===== src/rtl/top_nondf_kernel_2mm_rd_pkg.sv =====
// top_nondf_kernel_2mm_rd_pkg: shared state encoding, FIFO sizing and helpers for the A_V read streamer
package top_nondf_kernel_2mm_rd_pkg;
   typedef enum logic [1:0] {IDLE, RUN, DRAIN, DONE} state_e;
   localparam int FIFO_DEPTH = 3;
   localparam int OCC_W = $clog2(FIFO_DEPTH + 1);
   function automatic logic [OCC_W-1:0] ptr_inc(input logic [OCC_W-1:0] p);
      return p == OCC_W'(FIFO_DEPTH - 1) ? '0 : p + 1'b1;
   endfunction
   // A slot must exist for every read still in the RAM pipeline.
   function automatic logic has_room(input logic [OCC_W-1:0] occ, input logic inflight);
      return ({1'b0, occ} + {{OCC_W{1'b0}}, inflight}) < (OCC_W + 1)'(FIFO_DEPTH);
   endfunction
endpackage


===== src/rtl/top_nondf_kernel_2mm_rd_fifo.sv =====
// top_nondf_kernel_2mm_rd_fifo: 3-entry synchronous FIFO holding returned RAM words
module top_nondf_kernel_2mm_rd_fifo
   import top_nondf_kernel_2mm_rd_pkg::*;
#(
   parameter int W = 32
) (
   input  logic             clk,
   input  logic             reset,
   input  logic             push_i,
   input  logic             pop_i,
   input  logic [W-1:0]     din_i,
   output logic [W-1:0]     dout_o,
   output logic [OCC_W-1:0] occ_o,
   output logic             empty_o,
   output logic             full_o
);
   logic [W-1:0]     mem_q [FIFO_DEPTH];
   logic [OCC_W-1:0] wr_q, rd_q, occ_q;
   logic             pop;
   assign pop     = pop_i & ~empty_o;
   assign empty_o = occ_q == '0;
   assign full_o  = occ_q == OCC_W'(FIFO_DEPTH);
   assign occ_o   = occ_q;
   assign dout_o  = mem_q[rd_q];
   always_ff @(posedge clk) begin
      if (reset) begin
         wr_q  <= '0;
         rd_q  <= '0;
         occ_q <= '0;
         for (int i = 0; i < FIFO_DEPTH; i++) mem_q[i] <= '0;
      end else begin
         if (push_i) mem_q[wr_q] <= din_i;
         wr_q  <= push_i ? ptr_inc(wr_q) : wr_q;
         rd_q  <= pop ? ptr_inc(rd_q) : rd_q;
         occ_q <= occ_q + OCC_W'(push_i) - OCC_W'(pop);
      end
   end
   a_no_overflow: assert property (@(posedge clk) disable iff (reset) push_i |-> !full_o);
endmodule


===== src/rtl/top_nondf_kernel_2mm_a_v_rd_stream.sv =====
// top_nondf_kernel_2mm_a_v_rd_stream: walks a wrap-around A_V address range and streams words out.
// Optional m_last output via TOP_NONDF_KERNEL_2MM_A_V_RD_STREAM_LAST_EN.
module top_nondf_kernel_2mm_a_v_rd_stream
   import top_nondf_kernel_2mm_rd_pkg::*;
#(
   parameter int DataWidth    = 32,
   parameter int AddressWidth = 8,
   parameter int AddressRange = 256
) (
   input  logic                    clk,
   input  logic                    reset,
   input  logic                    start,
   input  logic [AddressWidth-1:0] base,
   input  logic [AddressWidth:0]   count,
   output logic                    busy,
   output logic                    done,
   output logic [AddressWidth-1:0] address,
   output logic                    ce,
   output logic                    we,
   output logic [DataWidth-1:0]    d,
   input  logic [DataWidth-1:0]    q,
   output logic                    m_valid,
   output logic [DataWidth-1:0]    m_data,
`ifdef TOP_NONDF_KERNEL_2MM_A_V_RD_STREAM_LAST_EN
   output logic                    m_last,
`endif
   input  logic                    m_ready
);
`ifdef TOP_NONDF_KERNEL_2MM_A_V_RD_STREAM_LAST_EN
   localparam int FW = DataWidth + 1;
`else
   localparam int FW = DataWidth;
`endif
   state_e                  state_q, state_d;
   logic [AddressWidth-1:0] addr_q, addr_d;
   logic [AddressWidth:0]   rem_q, rem_d;
   logic                    inflight_q;
   logic [OCC_W-1:0]        occ;
   logic                    empty, full, pop;
   logic [FW-1:0]           din, dout;
   assign we      = 1'b0;
   assign d       = '0;
   assign address = addr_q;
   assign busy    = state_q == RUN || state_q == DRAIN;
   assign done    = state_q == DONE;
   assign m_valid = ~empty;
   assign pop     = m_valid & m_ready;
   assign ce      = state_q == RUN && rem_q != '0 && !full && has_room(occ, inflight_q);
`ifdef TOP_NONDF_KERNEL_2MM_A_V_RD_STREAM_LAST_EN
   logic last_q;
   assign din    = {last_q, q};
   assign m_data = dout[DataWidth-1:0];
   assign m_last = dout[DataWidth];
   always_ff @(posedge clk) last_q <= reset ? 1'b0 : ce && rem_q == (AddressWidth + 1)'(1);
`else
   assign din    = q;
   assign m_data = dout;
`endif
   always_comb begin
      state_d = state_q;
      addr_d  = addr_q;
      rem_d   = rem_q;
      case (state_q)
         IDLE: if (start) begin
            state_d = count == '0 ? DONE : RUN;
            addr_d  = base;
            rem_d   = count;
         end
         RUN: if (ce) begin
            addr_d  = addr_q == AddressWidth'(AddressRange - 1) ? '0 : addr_q + 1'b1;
            rem_d   = rem_q - 1'b1;
            state_d = rem_q == (AddressWidth + 1)'(1) ? DRAIN : RUN;
         end
         // Finish on the edge that pops the final beat so done follows it directly.
         DRAIN: if (!inflight_q && (empty || (occ == OCC_W'(1) && pop))) state_d = DONE;
         default: state_d = IDLE;
      endcase
   end
   always_ff @(posedge clk) begin
      if (reset) begin
         state_q    <= IDLE;
         addr_q     <= '0;
         rem_q      <= '0;
         inflight_q <= 1'b0;
      end else begin
         state_q    <= state_d;
         addr_q     <= addr_d;
         rem_q      <= rem_d;
         inflight_q <= ce;
      end
   end
   top_nondf_kernel_2mm_rd_fifo #(.W(FW)) u_fifo (
      .clk     (clk),
      .reset   (reset),
      .push_i  (inflight_q),
      .pop_i   (pop),
      .din_i   (din),
      .dout_o  (dout),
      .occ_o   (occ),
      .empty_o (empty),
      .full_o  (full)
   );
endmodule


===== config.mk =====
export PLATFORM = sky130hd
export DESIGN_NAME = top_nondf_kernel_2mm_a_v_rd_stream
export DESIGN_NICKNAME = d
export VERILOG_FILES = /design/src/rtl/top_nondf_kernel_2mm_rd_pkg.sv /design/src/rtl/top_nondf_kernel_2mm_rd_fifo.sv /design/src/rtl/top_nondf_kernel_2mm_a_v_rd_stream.sv
export SDC_FILE = /design/constraint.sdc
export NUM_CORES = 1
export LEC_CHECK = 0
export ABC_AREA = 1
export CAP_MARGIN = 20
export CORE_MARGIN = 2
export CORE_UTILIZATION = 50
export CTS_BUF_LIST = sky130_fd_sc_hd__clkbuf_8
export CTS_CLUSTER_DIAMETER = 120
export DETAILED_ROUTE_END_ITERATION = 10
export MAX_ROUTING_LAYER = met4
export PLACE_DENSITY_LB_ADDON = 0.25
export SYNTH_ARGS = -nofsm -noshare
export SYNTH_HDL_FRONTEND = slang
export SYNTH_SLANG_ARGS = --single-unit

===== constraint.sdc =====
create_clock -name clk -period 12.2 [get_ports clk]
set_clock_uncertainty 0.2 [all_clocks]
set_input_delay 2.44 -clock clk [delete_from_list [all_inputs] [get_ports clk]]
set_output_delay 2.44 -clock clk [all_outputs]
set_load 0.01 [all_outputs]

Word-level counts from Yosys, hierarchy flattened
Memories as Yosys holds them, arrays and structs flattened. A register that Yosys moved wholly into a read port is not among the register bits.
Cells that the tools add are included.
- bits in registers: 26
- memory bits (writable): 96
- input port bits: 53
- memories kept: 1
- memories (memory ; depth ; bits a word ; read ports ; clocked after Yosys merged registers in ; write ports ; RTL line ; source):
    u_fifo.mem_q ; 3 ; 32 ; 1 ; 1 ; 3 ; top_nondf_kernel_2mm_rd_fifo.sv:17 ; logic [W-1:0] mem_q [FIFO_DEPTH];
- add/sub/neg operators: 7
- $lt $le $gt $ge: 1
- eq/ne operators: 12
- multiplexer cells: 25
- bitwise logic cells: 3
- reduce and logical (&&, ||, !) cells: 17
- operator list (cell ; count):
    32-bit 2-to-1 mux ; 1
    32-bit OR reduction ; 1
    8-bit 2-to-1 mux ; 3
    2-bit 2-to-1 mux ; 10
    9-bit 2-to-1 mux ; 2
    9-bit one-hot mux with 2 select lines ; 1
    8-bit one-hot mux with 2 select lines ; 1
    2-bit == test (second input constant) ; 5
    9-bit by 1-bit == test with 1-bit output (second input constant) ; 1
    9-bit zero test ; 1
    9-bit nonzero test ; 1
    9-bit by 1-bit subtractor with 9-bit output (second input constant) ; 1
    8-bit by 1-bit adder with 8-bit output (second input constant) ; 1
    8-bit == test (second input constant) ; 1
    1-bit 2-to-1 mux ; 6
    2-bit one-hot mux with 3 select lines ; 1
    3-bit AND reduction ; 2
    1-bit logical AND ; 5
    2-bit by 1-bit adder with 2-bit output (second input constant) ; 2
    2-bit by 1-bit == test with 1-bit output (second input constant) ; 2
    2-bit zero test ; 2
    2-bit inequality test (second input constant) ; 2
    2-bit by 1-bit adder with 3-bit output ; 1
    3-bit by 2-bit < comparator with 1-bit output (second input constant) ; 1
    8 further kinds ; 11

Depth between registers and ports, before layout
Gate-level depths: netlist of run 1.
- word-level depth: 8
- mapped depth: 13
- mapped depth without buffers: 13

By module
Synthesis of run 1 repeated with hierarchy kept, for this count alone.
- cell total of the unflattened synthesis: 856
- area, all modules: 7868.8 um2
- modules (own cells, without submodules) (module ; instances ; cells an instance ; area an instance (um2) ; seq. area each (um2)):
    top_nondf_kernel_2mm_rd_fifo ; 1 ; 562 ; 5997.0 ; 4003.8
    top_nondf_kernel_2mm_a_v_rd_stream ; 1 ; 294 ; 1871.8 ; 400.4

Worst setup path before layout of run 1
OpenSTA, ideal clock, no wires.
- path type: input port to flip-flop
- start point: in reset
- end point: mem u_fifo.mem_q[3][0], enable pin
- setup time: 0.502 ns
- arrival time: 5.640 ns
- path slack: 5.859 ns
- stages: 1
- path through: nor4_1
- RTL lines (element ; RTL line ; source):
    start: declaration ; top_nondf_kernel_2mm_a_v_rd_stream.sv:11 ; input logic reset,
    end: declaration ; top_nondf_kernel_2mm_rd_fifo.sv:17 ;

==> summary.md, run 1 <==
| Metric | Value |
|---|---|
| Vias in the first global route | `5404` |
| Clk_lat worst skew | `0.45 ns` |
| Relative slew margins | `30.70%` |
| Initial DRC count | `631` |
| Die W | `124.7 um` |
| Max-Cap Viols | `0` |
| DRC | `0` |
| Post-synth top cells | `200 x nor2_1, 128 x edfxtp_1, 78 x o21ai_0` |
| Die Ht | `124.7 um` |
| All-Layer GR Usage | `21.51%` |
| Final period util | `45.53%` |
| CTS tree | `yes` |
| Total global routing overflow | `0` |
| NumNets Final | `913` |
| Maximum buffer depth of the clock tree | `2` |
| Critical Path RT | `9.56 ns` |
| Synth top area cells | `edfxtp_1 53%, nor2_1 10%, dfxtp_1 7.7%, o21ai_0 5.4%, nand2_1 3.7%` |
| Synth Warn # | `0` |
| Simple-Gate Fraction of Synth Area | `16.70%` |
| DR pass1 iterations | `4` |
| Fin crit period | `5.555 ns` |
| GP Congestion | `0.8685` |
| CTS resizes | `0` |
| Port Buffers | `96` |
| R2r setup slk | `9.39 ns` |
| Worst Hold Launch | `address[4]` |
| WHS Endpoint | `address[4]` |
| Layout fillers | `1180` |
| EDFF count, synth | `128` |
| Remaining antenna violation count after routing | `0` |
| Synth area leader | `edfxtp_1` |
| Hold Path Class | `reg -> reg` |
| Setup Viol. Count Final | `0` |
| Synth Area in XOR/XNOR | `0.3605%` |
| Total power | `1722 uW` |
| Critical path type | `reg -> out` |
| Layout cells sized above 1 | `7.433%` |
| CORE AREA | `14370 sq um` |
| Largest net degree at the start of global routing | `66` |
| Area growth syn-to-layout | `19.91%` |
| Worst Max-Slew Pin Slew | `1.038 ns` |
| RR Startpoint | `state_q[1]` |
| Setup_tns | `0 ns` |
| Worst IR Drop VDD | `0.1140 mV` |
| Power per cell area | `197.1 nW/um^2` |
| Average wire per standard cell | `15.35 um` |
| Vias | `5481` |
| I/O pin total | `130` |
| CP max FO | `64` |
| Diode count | `0` |
| Top-count cell post-synth | `nor2_1` |
| Area of the mapped netlist | `7288 sq um` |
| Worst Path Arrival | `2.92 ns` |
| Setup crit start kind | `flip-flop` |
| Slew Limit Fails | `0` |
| CTS hold repair buffers | `0` |
| Asr flop ratio synth | `0%` |
| Initial Utilization | `50.72%` |
| H-tree lvl count | `4` |
| Global-route wire length before repair | `25.93 mm` |
| Hold Crit Depth | `2` |
| Post-synth top flop | `edfxtp_1` |
| Post-DP HPWL | `9.700 mm` |
| Postcts setup bufs | `0` |
| CTS Sinks | `156` |
| FF-to-FF End | `rem_q[8]` |
| R2R depth | `9` |
| Initial antenna violation count | `0` |
| Status | `finished, final reports clean` |
| Root Buffer | `clkbuf_8` |
| Clk slew on worst S/H paths | `0.08 ns` |
| Unrepaired setup endpoints after global routing | `no` |
| Synthesized netlist cell count | `761` |
| #FFs+latches synth | `156` |
| Post-synth cell types | `36` |
| Seq/Total Area, Yosys | `60.43%` |
| Finished Core Util | `60.82%` |
| DIE AREA | `15560 sq um` |
| Hold Vio Cnt, Final | `0` |
| DR vias/cell | `5.245` |
| Yosys top cell area share | `52.74%` |
| Leak | `0.003567 uW` |
| Synth Area in Compound Gates | `11.12%` |
| Largest family of logic cells by synthesized area | `simple AND/OR/NAND/NOR gates` |
| Fmax | `180.0 MHz` |
| Post-synthesis adder-cell area fraction | `2.060%` |
| CTS buffer count | `17` |
| # rows | `44` |
| Routed WL | `16.04 mm` |
| CP Capture Type | `output pin` |
| Mux cell area share after synthesis | `0%` |
| Synthesized area per cell | `9.577 sq um` |
## cell families (layout without fill, tap and decap cells)
group | Yosys count | count (layout)
AOI/OAI and AO/OA | 143 | 143
and+or+nand+nor | 304 | 304
xor gates and xnor gates | 3 | 3
adders and majority gates | 12 | 12
DFF | 156 | 156
other | 1 | 33
buffers and inverters | 142 | 210
## where the power goes
group / switching [uW] / internal (uW)
Clock: 179 / 235
Combinational: 360 / 270
Sequential: 44.1 / 635
Total: 583 / 1140
## worst max-delay path: stages (launching register included)
cell             delay, ns
dfxtp_2               0.40
buf_12                0.20
inv_2                 0.78
o21ai_0               0.16
o22ai_1               0.27
clkdlybuf4s50_1       0.60
## routing by layer
metal	GRT usage (%)	wire [um]	part of all wire, %
met1	25.64	6750	42
met2	36.19	8260	51
met3	5.326	835	5.2
met4	6.675	193	1.2
met5	-	0	0
## flip-flops by register name (all words and copies together), names as in the netlist, named ones only
name and cells:
address 8, inflight_q 1, rem_q 9, state_q 2, u_fifo.mem_q 128, u_fifo.occ_o 2
u_fifo.rd_q 2, u_fifo.wr_q 2
## cell type report
class / instances / area, sq um / share of cell area (%)
Clock inverter: 12 / 155.1 / 1.775
Tap cell: 184 / 230.2 / 2.634
Sequential cell: 156 / 4405 / 50.41
Multi-Input combinational cell: 495 / 2340 / 26.77
Inverter: 74 / 280.3 / 3.207
Clock buffer: 20 / 275.3 / 3.150
Timing Repair Buffer: 104 / 1054 / 12.05
## layout by cell type, fill, tap and decap left out, drive strengths merged, types with 4 or more instances in the layout
master	n
o22ai	33
buf	8
inv	79
conb	33
edfxtp	128
nand2	76
nand3	18
nor2	202
a21oi	15
clkdlybuf4s50	96
clkbuf	20
dfxtp	28
bufinv	4
ha	12
o21ai	89
## through the flow
stage	instance area (sq um)	hold WS [ns]	std cells	setup WS (ns)
after floorplan	7408	0.2589	793	5.859
after global placement	8262	0.2687	1011	6.724
after detailed placement	8262	0.2785	1011	6.674
after CTS	8692	0.2913	1043	6.179
after global routing	8740	0.3046	1045	6.432
final	8740	0.2915	1045	6.645
## worst max path at each step
stage / startpoint / to
after CTS: flip-flop / m_data[18]
after global routing: flip-flop / m_data[31]
after global placement: flip-flop / m_data[19]
after detailed placement: flip-flop / m_data[31]
final: flip-flop / m_data[19]
after floorplan: reset / u_fifo.mem_q[3][0]
Note: power is estimated with default switching activity, not from simulation.
==> run 2, diff against run 1 <==
--- a/config.mk
+++ b/config.mk
@@ -8,7 +8,7 @@
 export ABC_AREA = 1
 export CAP_MARGIN = 20
 export CORE_MARGIN = 2
-export CORE_UTILIZATION = 50
+export CORE_UTILIZATION = 49
 export CTS_BUF_LIST = sky130_fd_sc_hd__clkbuf_8
 export CTS_CLUSTER_DIAMETER = 120
 export DETAILED_ROUTE_END_ITERATION = 10
==> constraint.sdc (replaced) <==
create_clock -name clk -period 4.65 [get_ports clk]
set_clock_uncertainty 0.2 [all_clocks]
set_input_delay 0.93 -clock clk [delete_from_list [all_inputs] [get_ports clk]]
set_output_delay 0.93 -clock clk [all_outputs]
set_load 0.01 [all_outputs]
==> run 2 against run 1 <==
Non-clock buffer count unchanged. Critical path depth did not move. Setup slack worse by 5.9 ns. Via count down 1.9%. Clock-buffer cell count shrank 3. Utilization decreased by 1.3 points. Largest cell class unchanged. Largest power group unchanged.
==> summary.md, run 2 (synthesis gave the netlist of run 1 again) <==
| Metric | Value |
|---|---|
| Status | `finished, final reports clean (unchanged)` |
| Leak | `0.003531 uW (was 0.003567 uW)` |
| DIE AREA | `15870 sq um (was 15560 sq um)` |
| Initial antenna violation count | `0 (unchanged)` |
| NumNets Final | `913 (unchanged)` |
| All-Layer GR Usage | `20.94% (was 21.51%)` |
| CP max FO | `33 (was 64)` |
| Critical path type | `reg -> out (unchanged)` |
| Clk slew on worst S/H paths | `0.08 ns (about the same)` |
| Routed WL | `15.84 mm (was 16.04 mm)` |
| Most frequent cells in the layout | `200 x nor2_1, 128 x edfxtp_1, 96 x clkdlybuf4s50_1, 78 x o21ai_0, 70 x inv_1 (was 200 x nor2_1, 128 x edfxtp_1, 96 x clkdlybuf4s50_1, 78 x o21ai_0)` |
| Final setup margin | `0.7104 ns (was 6.645 ns)` |
| Switching share of power | `35.25% (was 33.85%)` |
| Die W | `126.0 um (was 124.7 um)` |
| Setup Viol. Count Final | `0 (unchanged)` |
| CP Capture Type | `output pin (unchanged)` |
| Total global routing overflow | `0 (unchanged)` |
| Maximum buffer depth of the clock tree | `2 (unchanged)` |
| Setup crit start kind | `flip-flop (unchanged)` |
| CORE AREA | `14530 sq um (was 14370 sq um)` |
| Worst Max-Slew Pin Slew | `1.004 ns (was 1.038 ns)` |
| Met2 WL | `7.977 mm (was 8.260 mm)` |
| Average wire per standard cell | `15.15 um (was 15.35 um)` |
| Power share of the combinational group | `38.0% (was 36.6%)` |
| Max reg flops | `128 (unchanged)` |
| # rows | `44 (unchanged)` |
| Port Buffers | `96 (unchanged)` |
| H-tree lvl count | `4 (unchanged)` |
| Worst IR Drop VDD | `0.3067 mV (was 0.1140 mV)` |
| Worst Hold Launch | `address[4] (unchanged)` |
| Max-Cap Viols | `0 (unchanged)` |
| Layout cells sized above 1 | `7.666% (was 7.433%)` |
| Reg power frac | `40.6% (was 39.4%)` |
| Slew Limit Fails | `0 (unchanged)` |
| Finished Core Util | `59.55% (was 60.82%)` |
| CTS buffer count | `17 (unchanged)` |
| Clk_lat worst skew | `0.45 ns (about the same)` |
| Setup_tns | `0 ns (unchanged)` |
| Layout fillers | `1260 (was 1180)` |
| Fmax | `253.8 MHz` |
| Power per cell area | `502.2 nW/um^2 (was 197.1 nW/um^2)` |
| Initial DRC count | `472 (was 631)` |
| Worst Path Arrival | `2.81 ns (was 2.92 ns)` |
| Diode count | `0 (unchanged)` |
| WHS Endpoint | `address[4] (unchanged)` |
| CTS tree | `yes (unchanged)` |
| M1 WL | `6.884 mm (was 6.750 mm)` |
| GP Congestion | `0.8379 (was 0.8685)` |
| Die Ht | `126.0 um (was 124.7 um)` |
| Hold Path Class | `reg -> reg (unchanged)` |
| DRC | `0 (unchanged)` |
| Post-DP HPWL | `9.924 mm (was 9.700 mm)` |
| CTS Sinks | `156 (unchanged)` |
| Hold Crit Depth | `2 (unchanged)` |
| Most common cell after layout, fill and taps aside | `nor2_1 (unchanged)` |
| Hold Vio Cnt, Final | `0 (unchanged)` |
| Relative slew margins | `32.97% (was 30.70%)` |
| Critical Path RT | `3.52 ns (was 9.56 ns)` |
| Vias in the first global route | `5509 (was 5404)` |
| Final period util | `84.72%` |
| R2r setup slk | `2.20 ns (was 9.39 ns)` |
| Area growth syn-to-layout | `18.75% (was 19.91%)` |
| RR Startpoint | `state_q[1] (unchanged)` |
| Dpl cells | `1013 (was 1011)` |
| Initial Utilization | `50.15% (was 50.72%)` |
| FF-to-FF End | `address[7] (was rem_q[8])` |
| Fin cells | `1045 (unchanged)` |
| Postcts setup bufs | `0 (unchanged)` |
| I/O pin total | `130 (unchanged)` |
| CTS resizes | `0 (unchanged)` |
| Top sig layer | `met4 (unchanged)` |
| R2R depth | `11 (was 9)` |
| DR vias/cell | `5.147 (was 5.245)` |
| Sw Pwr | `1532 uW (was 583.0 uW)` |
| Global-route wire length before repair | `25.86 mm (was 25.93 mm)` |
| Unrepaired setup endpoints after global routing | `no (unchanged)` |
| Hold slack final | `0.2881 ns (was 0.2915 ns)` |
| Remaining antenna violation count after routing | `0 (unchanged)` |
| Largest Register | `u_fifo.mem_q (unchanged)` |
| CTS hold repair buffers | `0 (unchanged)` |
| Pre-CTS setup slack | `0.8363 ns (was 6.674 ns)` |
| Root Buffer | `clkbuf_8 (unchanged)` |
| Int Power | `2814 uW (was 1139 uW)` |
| Largest net degree at the start of global routing | `65 (was 66)` |
| Fin crit period | `3.940 ns` |
| Vias | `5379 (was 5481)` |
| DR pass1 iterations | `5 (was 4)` |
| WL met3 | `745 um (was 835 um)` |
| Clk network pwr share | `21.4% (was 24.0%)` |
==> run 2: changes by cell type in the layout (fill, tap and decap cells not counted) <==
cell       previous run  this run
buf_12                1         0
buf_16                1         0
buf_4                 6         8
bufinv_16             4         2
clkbuf_8             20        17
clkinv_1              1         3
clkinv_2              1         4
nand2_1              70        69
nand2_2               3         4
nand3_1              18        15
nand3_2               0         3
nor4_2                1         0
nor4_4                0         1
==> run 2: routing by layer <==
layer,track usage [%],vias up
li1,-,2642
met1,25.59,2572
met2,34.76,147
met3,4.630,18
met4,6.917,0
met5,-,-
==> run 2: worst max-delay path: stages (launching register included) <==
cell and delay, ns:
dfxtp_1 0.30, buf_4 0.22, inv_1 0.76, o21ai_0 0.25, o22ai_1 0.24, clkdlybuf4s50_1 0.57
==> run 2: how the worst max path moves through the flow <==
stage              start            endpoint  slack [ns]
4_1_cts        flip-flop          m_data[21]        0.72
6_report       flip-flop          m_data[28]        0.71
3_3_place_gp       reset  u_fifo.mem_q[0][2]        0.93
2_1_floorplan      reset  u_fifo.mem_q[3][0]        1.20
5_1_grt        flip-flop          m_data[31]        0.51
3_5_place_dp       reset  u_fifo.mem_q[0][3]        0.84
==> run 2: stage by stage <==
stage / instance area (sq um) / power, uW
5_1_grt: 8655 / 4618
4_1_cts: 8655 / 4367
3_3_place_gp: 8303 / 3403
6_report: 8655 / 4347
2_1_floorplan: 7415 / 2811
3_5_place_dp: 8303 / 3452
==> run 2: cell type report <==
class | instances | area (sq um) | area share (%)
inverters | 74 | 280.3 | 3.238
repair buffers | 104 | 1021 | 11.80
flip-flops and latches | 156 | 4405 | 50.90
clock buffers | 17 | 234.0 | 2.703
multi-input cells | 495 | 2366 | 27.34
well taps | 184 | 230.2 | 2.660
clock inverters | 15 | 117.6 | 1.359
==> run 2: power by group through the flow <==
stage               Clock (uW)  Sequential [uW]  Combinational (uW)
finish                     929             1760                1650
global route               999             1780                1840
CTS                        936             1760                1670
detailed placement           0             1790                1660
global placement             0             1790                1620
floorplan                    0             1790                1020
==> run 3, diff against run 2 <==
--- a/config.mk
+++ b/config.mk
@@ -8,7 +8,7 @@
 export ABC_AREA = 1
 export CAP_MARGIN = 20
 export CORE_MARGIN = 2
-export CORE_UTILIZATION = 49
+export CORE_UTILIZATION = 50
 export CTS_BUF_LIST = sky130_fd_sc_hd__clkbuf_8
 export CTS_CLUSTER_DIAMETER = 120
 export DETAILED_ROUTE_END_ITERATION = 10
==> constraint.sdc (replaced) <==
create_clock -name clk -period 4 [get_ports clk]
set_clock_uncertainty 0.2 [all_clocks]
set_input_delay 0.8 -clock clk [delete_from_list [all_inputs] [get_ports clk]]
set_output_delay 0.8 -clock clk [all_outputs]
set_load 0.01 [all_outputs]
==> run 3 against run 2 <==
First-iteration DRC count shrank 7.4%. Setup slack lost 0.23 ns. Critical endpoint is now m_data[9]. Critical path type unchanged. Sequential power grew 16%. Routed wire length shrank 0.97%. Total power grew 14%. Die area shrank 1.9%. Combinational power grew 18%. Cell count grew 0.57%. Global-route usage is essentially flat. Via count grew 1.4%. Clock power grew 5.2%. Critical path depth is the same.
==> summary.md, run 3 (synthesis gave the netlist of run 1 again) <==
| Metric | Value |
|---|---|
| Initial antenna violation count | `0 (unchanged)` |
| Fin crit period | `3.518 ns` |
| All-Layer GR Usage | `20.90% (was 20.94%)` |
| Setup_tns | `0 ns (unchanged)` |
| CTS tree | `yes (unchanged)` |
| Dpl cells | `1020 (was 1013)` |
| CP max FO | `45 (was 33)` |
| RR Startpoint | `state_q[1] (unchanged)` |
| Vias | `5452 (was 5379)` |
| Leak | `0.003541 uW (was 0.003531 uW)` |
| CP Capture Type | `output pin (unchanged)` |
| Slew Limit Fails | `0 (unchanged)` |
| Largest net degree at the start of global routing | `65 (unchanged)` |
| Status | `finished, final reports clean (unchanged)` |
| Diode count | `0 (unchanged)` |
| Power per cell area | `572.9 nW/um^2 (was 502.2 nW/um^2)` |
| Hold Vio Cnt, Final | `0 (unchanged)` |
| Average wire per standard cell | `14.92 um (was 15.15 um)` |
| Layout cells sized above 1 | `8.189% (was 7.666%)` |
| Routed WL | `15.68 mm (was 15.84 mm)` |
| Port Buffers | `96 (unchanged)` |
| CORE AREA | `14370 sq um (was 14530 sq um)` |
| Hold Path Class | `reg -> reg (unchanged)` |
| Max-Cap Viols | `0 (unchanged)` |
| Vias in the first global route | `5309 (was 5509)` |
| Worst Max-Slew Pin Slew | `0.7376 ns (was 1.004 ns)` |
| Worst IR Drop VDD | `0.3202 mV (was 0.3067 mV)` |
| Initial Utilization | `50.72% (was 50.15%)` |
| Critical path's largest stage delay | `0.56 ns (was 0.76 ns)` |
| Maximum buffer depth of the clock tree | `2 (unchanged)` |
| WHS Endpoint | `address[4] (unchanged)` |
| Setup Viol. Count Final | `0 (unchanged)` |
| Pre-CTS setup slack | `0.9321 ns (was 0.8363 ns)` |
| CTS Sinks | `156 (unchanged)` |
| Clk_lat worst skew | `0.44 ns (was 0.45 ns)` |
| Critical path type | `reg -> out (unchanged)` |
| Fin cells | `1051 (was 1045)` |
| Largest Register | `u_fifo.mem_q (unchanged)` |
| Critical Path RT | `3.00 ns (was 3.52 ns)` |
| H-tree lvl count | `4 (unchanged)` |
| Area growth syn-to-layout | `18.92% (was 18.75%)` |
| R2R depth | `11 (unchanged)` |
| DR vias/cell | `5.187 (was 5.147)` |
| Hold Crit Depth | `2 (unchanged)` |
| NumNets Final | `920 (was 913)` |
| Die Ht | `124.7 um (was 126.0 um)` |
| Postcts setup bufs | `0 (unchanged)` |
| Worst path slowest cell | `clkdlybuf4s50_1 (was inv_1)` |
| Critical-path cell list | `inv_2 -> buf_4 -> o21ai_0 -> o22ai_1 -> clkdlybuf4s50_1 (was buf_4 -> inv_1 -> o21ai_0 -> o22ai_1 -> clkdlybuf4s50_1)` |
| GP Congestion | `0.8313 (was 0.8379)` |
| Initial DRC count | `437 (was 472)` |
| DR pass1 iterations | `5 (unchanged)` |
| Setup crit start kind | `flip-flop (unchanged)` |
| Remaining antenna violation count after routing | `0 (unchanged)` |
| CTS resizes | `0 (unchanged)` |
| Final period util | `87.95%` |
| Clk slew on worst S/H paths | `0.08 ns (about the same)` |
| # rows | `44 (unchanged)` |
| FF-to-FF End | `address[7] (unchanged)` |
| Unrepaired setup endpoints after global routing | `no (unchanged)` |
| Final setup margin | `0.4818 ns (was 0.7104 ns)` |
| CTS buffer count | `17 (unchanged)` |
| Relative slew margins | `50.75% (was 32.97%)` |
| Fmax | `284.2 MHz` |
| I/O pin total | `130 (unchanged)` |
| Worst Path Arrival | `2.52 ns (was 2.81 ns)` |
| Global-route wire length before repair | `25.19 mm (was 25.86 mm)` |
| Most common cell after layout, fill and taps aside | `nor2_1 (unchanged)` |
| Worst Hold Launch | `address[4] (unchanged)` |
| DIE AREA | `15560 sq um (was 15870 sq um)` |
| Root Buffer | `clkbuf_8 (unchanged)` |
| Most frequent cells in the layout | `200 x nor2_1, 128 x edfxtp_1, 96 x clkdlybuf4s50_1, 78 x o21ai_0, 71 x nand2_1 (was 200 x nor2_1, 128 x edfxtp_1, 96 x clkdlybuf4s50_1, 78 x o21ai_0, 70 x inv_1)` |
| R2r setup slk | `1.55 ns (was 2.20 ns)` |
| DRC | `0 (unchanged)` |
| Max reg flops | `128 (unchanged)` |
| Post-DP HPWL | `10.08 mm (was 9.924 mm)` |
| Die W | `124.7 um (was 126.0 um)` |
| CTS hold repair buffers | `0 (unchanged)` |
| Total global routing overflow | `0 (unchanged)` |
[run 3: cell types whose count changed in the layout (fill, tap and decap cells not counted), sizes merged]
cell      delta
bufinv       -2
buf          +7
clkinv       +1
clkinvlp     +1
inv          -1
[run 3: power by group]
group          switching, uW  leakage (uW)  internal, uW
Clock                    562      0.000173           415
Sequential               115       0.00151          1930
Combinational           1120       0.00186           818
[run 3: metal layers]
metal  global-route usage, %  share of wire, %
met3                   4.467               5.6
met4                   6.411              0.97
met5                       -                 0
met2                   36.35                52
met1                   24.36                42
[run 3: worst max-delay path by stage]
stage	startpoint	endpoint
2_1_floorplan	reset	u_fifo.mem_q[3][0]
3_5_place_dp	reset	u_fifo.mem_q[1][16]
3_3_place_gp	reset	u_fifo.mem_q[1][14]
4_1_cts	flip-flop	m_data[9]
5_1_grt	flip-flop	m_data[9]
6_report	flip-flop	m_data[9]
[run 3: worst max-delay path: cells and delay by family, from the launching register on]
kind                   cells  cell delay [ns]
AO/OA/AOI/OAI              2             0.28
flip-flops                 1             0.33
buffers and inverters      3             1.44
[run 3: cell type report]
cell class                      count  area (sq um)
Clock inverter                     14         85.08
Tap cell                          184         230.2
Multi-Input combinational cell    495          2346
Clock buffer                       17         234.0
Sequential cell                   156          4405
Inverter                           74         280.3
Fill cell                        1187          5702
Timing Repair Buffer              111          1086
[run 3: per-stage QoR]
step / util [%] / power [uW] / area, sq um / hold slack (ns)
4_1_cts: 60.32 / 5002 / 8667 / 0.2878
5_1_grt: 60.32 / 5286 / 8667 / 0.3242
3_5_place_dp: 58.10 / 4028 / 8348 / 0.2768
6_report: 60.32 / 4965 / 8667 / 0.2879
3_3_place_gp: 58.10 / 3964 / 8348 / 0.2673
2_1_floorplan: - / 3268 / 7415 / 0.2589
